--- src/rtl/mux4_rr_arbiter.sv ---
// Round-robin arbiter driving the select of a shared 4:1 mux plus a one-hot grant; a tenure ends on request drop or MAX_HOLD expiry.
// Latency: grant/sel registered, 1 cycle from sampled request; one dead cycle between tenures.
// Backpressure: non-owner requests are held off until the next idle cycle; a timed-out owner yields to other pending requesters.
module mux4_rr_arbiter #(
    parameter int MAX_HOLD = 8,
    parameter int CW       = 8
) (
    input  logic       clk,
    input  logic       reset_n,
    input  logic [3:0] req,
    output logic [3:0] grant,
    output logic [1:0] sel,
    output logic       busy,
    output logic       timeout
);

    typedef enum logic {IDLE, OWN} state_t;

    localparam logic [CW-1:0] HOLD_MAX = CW'(MAX_HOLD);

    state_t        state, state_nxt;
    logic [1:0]    ptr, ptr_nxt;
    logic [1:0]    sel_nxt;
    logic [CW-1:0] cnt, cnt_nxt;
    logic [3:0]    grant_nxt;
    logic          timeout_nxt;
    logic [1:0]    win;
    logic          win_vld;
    logic          owner_req;
    logic          at_max;

    // Cyclic scan from ptr; descending loop so the nearest set bit wins.
    always_comb begin
        win     = ptr;
        win_vld = |req;
        for (int i = 3; i >= 0; i--) begin
            if (req[ptr + 2'(i)]) begin
                win = ptr + 2'(i);
            end
        end
    end

    assign owner_req = req[sel];
    assign at_max    = (cnt == HOLD_MAX);

    always_comb begin
        state_nxt   = state;
        grant_nxt   = grant;
        sel_nxt     = sel;
        ptr_nxt     = ptr;
        cnt_nxt     = cnt;
        timeout_nxt = 1'b0;
        case (state)
            IDLE: begin
                if (win_vld) begin
                    grant_nxt = 4'b0001 << win;
                    sel_nxt   = win;
                    cnt_nxt   = CW'(1);
                    state_nxt = OWN;
                end
            end
            OWN: begin
                if (!owner_req || at_max) begin
                    // sel is left on the old owner so the mux never moves while granted
                    grant_nxt   = 4'b0000;
                    state_nxt   = IDLE;
                    ptr_nxt     = sel + 2'd1;
                    cnt_nxt     = '0;
                    timeout_nxt = owner_req && at_max;
                end else begin
                    cnt_nxt = cnt + CW'(1);
                end
            end
            default: state_nxt = IDLE;
        endcase
    end

    always_ff @(posedge clk or negedge reset_n) begin
        if (!reset_n) begin
            state   <= IDLE;
            grant   <= 4'b0000;
            sel     <= 2'd0;
            ptr     <= 2'd0;
            cnt     <= '0;
            timeout <= 1'b0;
        end else begin
            state   <= state_nxt;
            grant   <= grant_nxt;
            sel     <= sel_nxt;
            ptr     <= ptr_nxt;
            cnt     <= cnt_nxt;
            timeout <= timeout_nxt;
        end
    end

    assign busy = |grant;

endmodule

--- config.mk ---
export PLATFORM = sky130hd
export DESIGN_NAME = mux4_rr_arbiter
export DESIGN_NICKNAME = d
export VERILOG_FILES = /design/src/rtl/mux4_rr_arbiter.sv
export SDC_FILE = /design/constraint.sdc
export NUM_CORES = 1
export LEC_CHECK = 0
export CORE_ASPECT_RATIO = 2
export CORE_MARGIN = 3
export CORE_UTILIZATION = 38
export CTS_BUF_LIST = sky130_fd_sc_hd__clkbuf_8 sky130_fd_sc_hd__clkbuf_16
export CTS_CLUSTER_DIAMETER = 30
export CTS_CLUSTER_SIZE = 30
export DETAILED_ROUTE_END_ITERATION = 10
export GPL_ROUTABILITY_DRIVEN = 1
export PLACE_DENSITY = 0.6
export SYNTH_ARGS = -nofsm -noshare
export SYNTH_HDL_FRONTEND = slang
export SYNTH_SLANG_ARGS = --single-unit
--- constraint.sdc ---
create_clock -name clk -period 2.1 [get_ports clk]
set_clock_uncertainty 0.15 [all_clocks]
set_input_delay 0.42 -clock clk [delete_from_list [all_inputs] [get_ports clk]]
set_output_delay 0.42 -clock clk [all_outputs]
set_load 0.01 [all_outputs]
==> summary.md, run 1 <==
| Metric | Value |
|---|---|
| Status | completed |
| Worst hold path class | input pin to asynchronous set/reset pin |
| IO Count | 14 |
| Reg2Reg Depth | 4 |
| Setup slack, reg-to-reg | 0.17 ns |
| Final Hold Vio Count | 0 |
| Largest net degree at the start of global routing | 19 |
| Core ar. | 0.00244 sq mm |
| Net Switching | 602 uW |
| Yosys cell types | 41 |
| Critical Path Fanout Max | 3 |
| Avg Cell Area, Syn | 10.5 sq um |
| Total CTS buffers | 3 |
| Sw Share | 36.5% |
| Final slew viol count | 0 |
| Synth Flop Type | dfrtp_1 |
| Syn_nets | 104 |
| Routed vias/inst | 5.58 |
| Post-layout nets | 132 |
| Detailed Place HPWL | 1.81 mm |
| Critical R2R Launch | cnt[4] |
| RSZ-0062 raised after global routing | false |
| Clk network pwr share | 16.9% |
| Synth Cell Area | 0.00100 sq mm |
| Setup-failing EPs final | 0 |
| Global-route wire length before repair | 3.98 mm |
| N_diodes | 0 |
| WP data arrival | 1.44 ns |
| CTS tree | yes |
| Register area share after synthesis | 44.8% |
| WL per Instance | 15.0 microns |
| Gate power share | 46.1% |
| Internal power | 1040 uW |
| Root buffer cell | clkbuf_8 |
| Period utilization | 95.9% |
| Maximum VDD drop | 0.828 mV |
| CP Data Required Time | 1.53 ns |
| Total number of vias | 837 |
| Setup ws final | 0.0852 ns |
| FP Rows | 25 |
| FF+latch count, synth | 18 |
| Clock latency on the worst-skew pair | 0.25 ns |
| Area delta synth->final | 30.4% |
| Routability Congestion | 0.763 |
| Die height | 78.7 microns |
| Total track usage | 15.6% |
| Synth Warn # | 0 |
| CTS clk-pin slew, worst paths | 0.07 ns |
| Pre-CTS setup slack | -0.185 ns |
| Number of global-route vias before repair | 903 |
| Initial Util | 41.2% |
| R2r endpoint | cnt[6] |
| Tightest Pin Transition | 0.362 ns |
| Cells after synthesis | 96 |
| Clock sink count | 18 |
| Power per cell area | 1260 mW/mm^2 |
| Crit Path Class | flop to primary output |
| Post-route ant nets | 0 |
| Count of input and output buffers | 13 |
| Final Util | 53.7% |
| Placed inst area | 0.00125 sq mm |
| Final Cell Area | 0.00131 sq mm |
| FMAX | 496 MHz |
| Number of flops mapped to enable cells by yosys | 0 |
| Ratio of cells with drive above 1 in the final layout | 19.5% |
| FFs w/ async S/R, synth | 100% |
| Die W | 42.4 microns |
| Initial antenna violation count | 0 |
| Pleak | 0.000596 uW |
| Residual DRC | 0 |
| Longest Clk Path Bufs | 2 |
| Final worst path period need | 2.01 ns |
| DRT iter0 DRCs | 19 |
| Routed wire length | 2.26 mm |
| Die area | 0.00333 sq mm |
| Critical Path Start Type | flop |
| Sequential share of power | 37.0% |
| Setup bufs post-CTS | 0 |
| Worst Setup End Kind | primary output |
| Total grt overflow | 0 |
| Max cap viols | 0 |
| Slew margin rel. | 75.8% |
| First-pass DRT Iterations | 4 |
| Htree depth | 1 |
[area by class of cell]
type,count,area (sq um)
fill,233,1130
multi-input combinational,71,533
sequential,18,450
timing repair buffer,25,219
clock buffer,4,55.1
tap,27,33.8
inverter,5,18.8
[critical path: stages, from the launching register on]
cell and delay [ns]:
dfrtp_1 0.39, or4_1 0.51, dlygate4sd2_1 0.30
[repair_timing]
item	4_1_cts	5_1_grt
hold buffers	0	0
resized for setup	1	1
setup endpoints to repair	1	2
[registers in the layout, summed over array words and instances, names as in the netlist]
register and cells:
cnt 8, grant 4, ptr 2, sel 2
state 1, timeout 1
[worst max path at each step]
stage	from	endpoint	slack, ns
final	grant[1]	busy	0.09
after floorplan	cnt[5]	cnt[6]	0.25
after CTS	grant[1]	busy	0.07
after global routing	req[3]	cnt[2]	0.01
after detailed placement	req[3]	cnt[2]	-0.18
after global placement	req[3]	cnt[2]	-0.17
[through the flow]
stage | power, uW | TNS (ns) | hold WS [ns] | instances
floorplan | 1050 | 0 | -0.0256 | 96
global placement | 1380 | -1.84 | 0.345 | 146
detailed placement | 1400 | -1.70 | 0.345 | 146
CTS | 1680 | 0 | 0.357 | 150
global route | 1790 | 0 | 0.362 | 150
finish | 1650 | 0 | 0.353 | 150
[cells by family (layout without fill, tap and decap cells)]
| family | Yosys count | count (layout) | share of synthesized area (%) |
|---|---|---|---|
| buffers and inverters | 7 | 34 | 2.74 |
| adder cells (fa/ha/maj) | 2 | 2 | 2.49 |
| XOR/XNOR | 1 | 1 | 0.872 |
| AND/OR/NAND/NOR | 33 | 33 | 19.4 |
| multiplexers | 4 | 4 | 5.60 |
| flip-flops | 18 | 18 | 44.8 |
| AO/OA/AOI/OAI | 31 | 31 | 24.0 |
[synth_stat cells, drive strengths merged (2+ instances only)]
cell type,instances,area [sq um]
a21bo,2,20.0
a21o,2,15.0
a21oi,3,15.0
a31oi,2,12.5
and3,3,18.8
dfrtp,18,450
ha,2,25.0
inv,5,18.8
mux2,3,33.8
nand2,5,18.8
nand3,4,20.0
nand3b,2,15.0
nor2,3,11.3
nor2b,4,25.0
nor3,2,10.0
o211ai,3,36.3
o21ai,8,40.0
o2bb2ai,2,17.5
o31ai,2,15.0
or2b,2,15.0
or4,3,26.3
[power by group through the flow]
stage	clock, uW	combinational, uW	sequential (uW)
3_3_place_gp	0	767	613
5_1_grt	308	844	634
3_5_place_dp	0	791	614
6_report	279	759	608
2_1_floorplan	0	461	587
4_1_cts	290	776	609
[layer usage]
metal	routed length [microns]	track usage [%]
met5	0	0
met4	36	6.54
met3	45	1.59
met2	1350	30.3
met1	823	16.2
[cell usage in the layout (no fill, tap or decap), drive strengths merged, types with 2 or more instances in the layout]
cell type and instances:
or2b 2, and3 3, o211ai 3, o31ai 2, nand2 5, clkbuf 4, nor2 3, nor2b 4
o21ai 8, nor3 2, ha 2, or4 3, a21o 2, nand3b 2, nand3 4, inv 5
o2bb2ai 2, a31oi 2, a21oi 3, clkdlybuf4s50 12, mux2 3, buf 12, dfrtp 18, a21bo 2
(Power assumes the default switching activity.)
==> run 2: changes to the inputs <==
- CORE_ASPECT_RATIO: 2 -> default
- CORE_UTILIZATION: 38 -> 50
- CTS_CLUSTER_SIZE: 30 -> default
- PLACE_DENSITY: 0.6 -> 0.75
==> run 2 against run 1 <==
Global-route usage grew 4.8 points. Core utilization grew 18 points. Register-to-register slack is essentially flat. Cell count shrank 3.3%. Fmax shrank 0.10%. Clock power grew 3%. Critical endpoint unchanged. Largest power group unchanged. Highest routed layer unchanged.
==> summary.md, run 2 (same netlist as run 1, synthesis figures left out) <==
| Metric | Value |
|---|---|
| Routed vias/inst | 5.85 |
| Status | completed |
| Detailed Place HPWL | 1.62 mm |
| Residual DRC | 0 |
| Reg2Reg Depth | 4 |
| Routed wire length | 2.17 mm |
| CTS tree | yes |
| CP peak stage delay | 0.54 ns |
| Pre-CTS setup slack | -0.194 ns |
| Clock sink count | 18 |
| Global-route wire length before repair | 3.91 mm |
| Pleak | 0.000582 uW |
| Initial antenna violation count | 0 |
| Ratio of cells with drive above 1 in the final layout | 17.5% |
| Total grt overflow | 0 |
| Most frequent cells in the layout | dfrtp_1, clkdlybuf4s50_1, buf_4 |
| Period utilization | 96.0% |
| Post-layout nets | 129 |
| CP cell instances | or4_1 > clkdlybuf4s15_1 |
| FP Rows | 15 |
| Total track usage | 20.5% |
| Power per cell area | 1300 mW/mm^2 |
| Max reg flops | 8 |
| Buf+Inv Stages, Crit Path | 1 |
| Crit path max-delay cell type | or4_1 |
| Largest net degree at the start of global routing | 19 |
| First-pass DRT Iterations | 4 |
| Commonest non-fill, non-tap cell in the layout | dfrtp_1 |
| Levels on crit path | 2 |
| Critical Path Start Type | flop |
| WL per Instance | 14.9 microns |
| Longest Clk Path Bufs | 2 |
| R2r endpoint | grant[3] |
| Initial Util | 55.8% |
| Delay-heaviest family, CP | simple AND/OR/NAND/NOR gates |
| Die height | 50.8 microns |
| Overall Power | 1670 uW |
| Maximum VDD drop | 0.870 mV |
| Hold slack final | 0.335 ns |
| Setup bufs post-CTS | 0 |
| Critical Path Fanout Max | 3 |
| Htree depth | 1 |
| Number of global-route vias before repair | 854 |
| Setup slack, reg-to-reg | 0.17 ns |
| Placed inst area | 0.00122 sq mm |
| Final slew viol count | 0 |
| Count of input and output buffers | 13 |
| Die area | 0.00258 sq mm |
| Critical R2R Launch | cnt[5] |
| Post-route ant nets | 0 |
| Setup-failing EPs final | 0 |
| DRT iter0 DRCs | 14 |
| Top Registers | cnt x8, grant x4 |
| Worst Setup End Kind | primary output |
| FMAX | 496 MHz |
| Final Hold Vio Count | 0 |
| Setup_tns | 0 ns |
| Area delta synth->final | 27.8% |
| Core ar. | 0.00180 sq mm |
| Largest Register | cnt |
| CP Data Required Time | 1.53 ns |
| IO Count | 14 |
| Clock latency on the worst-skew pair | 0.26 ns |
| Routability Congestion | 0.878 |
| N_diodes | 0 |
| Final worst path period need | 2.02 ns |
| Total CTS buffers | 3 |
| Worst hold path class | input pin to asynchronous set/reset pin |
| Max cap viols | 0 |
| CTS clk-pin slew, worst paths | 0.07 ns |
| Crit Path Class | flop to primary output |
| Fillers | 152 |
| Final Cell Area | 0.00128 sq mm |
| Die W | 50.8 microns |
| Root buffer cell | clkbuf_8 |
| Setup ws final | 0.0832 ns |
| Post-CTS sizing | 1 |
| RSZ-0062 raised after global routing | false |
| Slew margin rel. | 68.6% |
| Total number of vias | 848 |
| Tightest Pin Transition | 0.466 ns |
| WP data arrival | 1.45 ns |
| Cts hold-fix bufs | 0 |
[run 2: cell types whose count changed in the layout (fill, tap and decap cells not counted)]
cell,previous run,this run
nor4_2,1,0
nor4_1,0,1
dlygate4sd2_1,1,0
buf_4,12,9
o21ai_1,1,0
o21ai_2,0,1
clkdlybuf4s15_1,0,1
[run 2: stage by stage]
stage	std cells	util, %
2_1_floorplan	96	-
3_3_place_gp	141	68.0
3_5_place_dp	141	68.0
4_1_cts	145	71.0
5_1_grt	145	71.3
6_report	145	71.3
[run 2: how the worst max path moves through the flow]
stage	end	from	slack, ns
finish	busy	grant[1]	0.08
global route	grant[2]	req[2]	0.001
CTS	busy	grant[1]	0.03
detailed placement	ptr[0]	req[2]	-0.19
global placement	ptr[0]	req[2]	-0.14
floorplan	cnt[6]	cnt[5]	0.25
[run 2: where the power goes]
group	total, uW	switching (uW)	internal (uW)
clock network	288	122	167
registers	615	152	464
logic	762	349	413
total	1670	622	1040
[run 2: cell type report]
class,instances,area (sq um),area share (%)
multi-input combinational,71,531,41.3
sequential,18,450,35.1
timing repair buffer,22,198,15.4
clock buffer,4,55.1,4.29
tap,25,31.3,2.44
inverter,5,18.8,1.46
[run 2: per-layer routing]
| layer | share of wire [%] | GRT usage (%) |
|---|---|---|
| met1 | 48 | 29.0 |
| met5 | 0 | 0 |
| met4 | 2.1 | 9.42 |
| met3 | 2.6 | 2.92 |
| met2 | 47 | 31.1 |
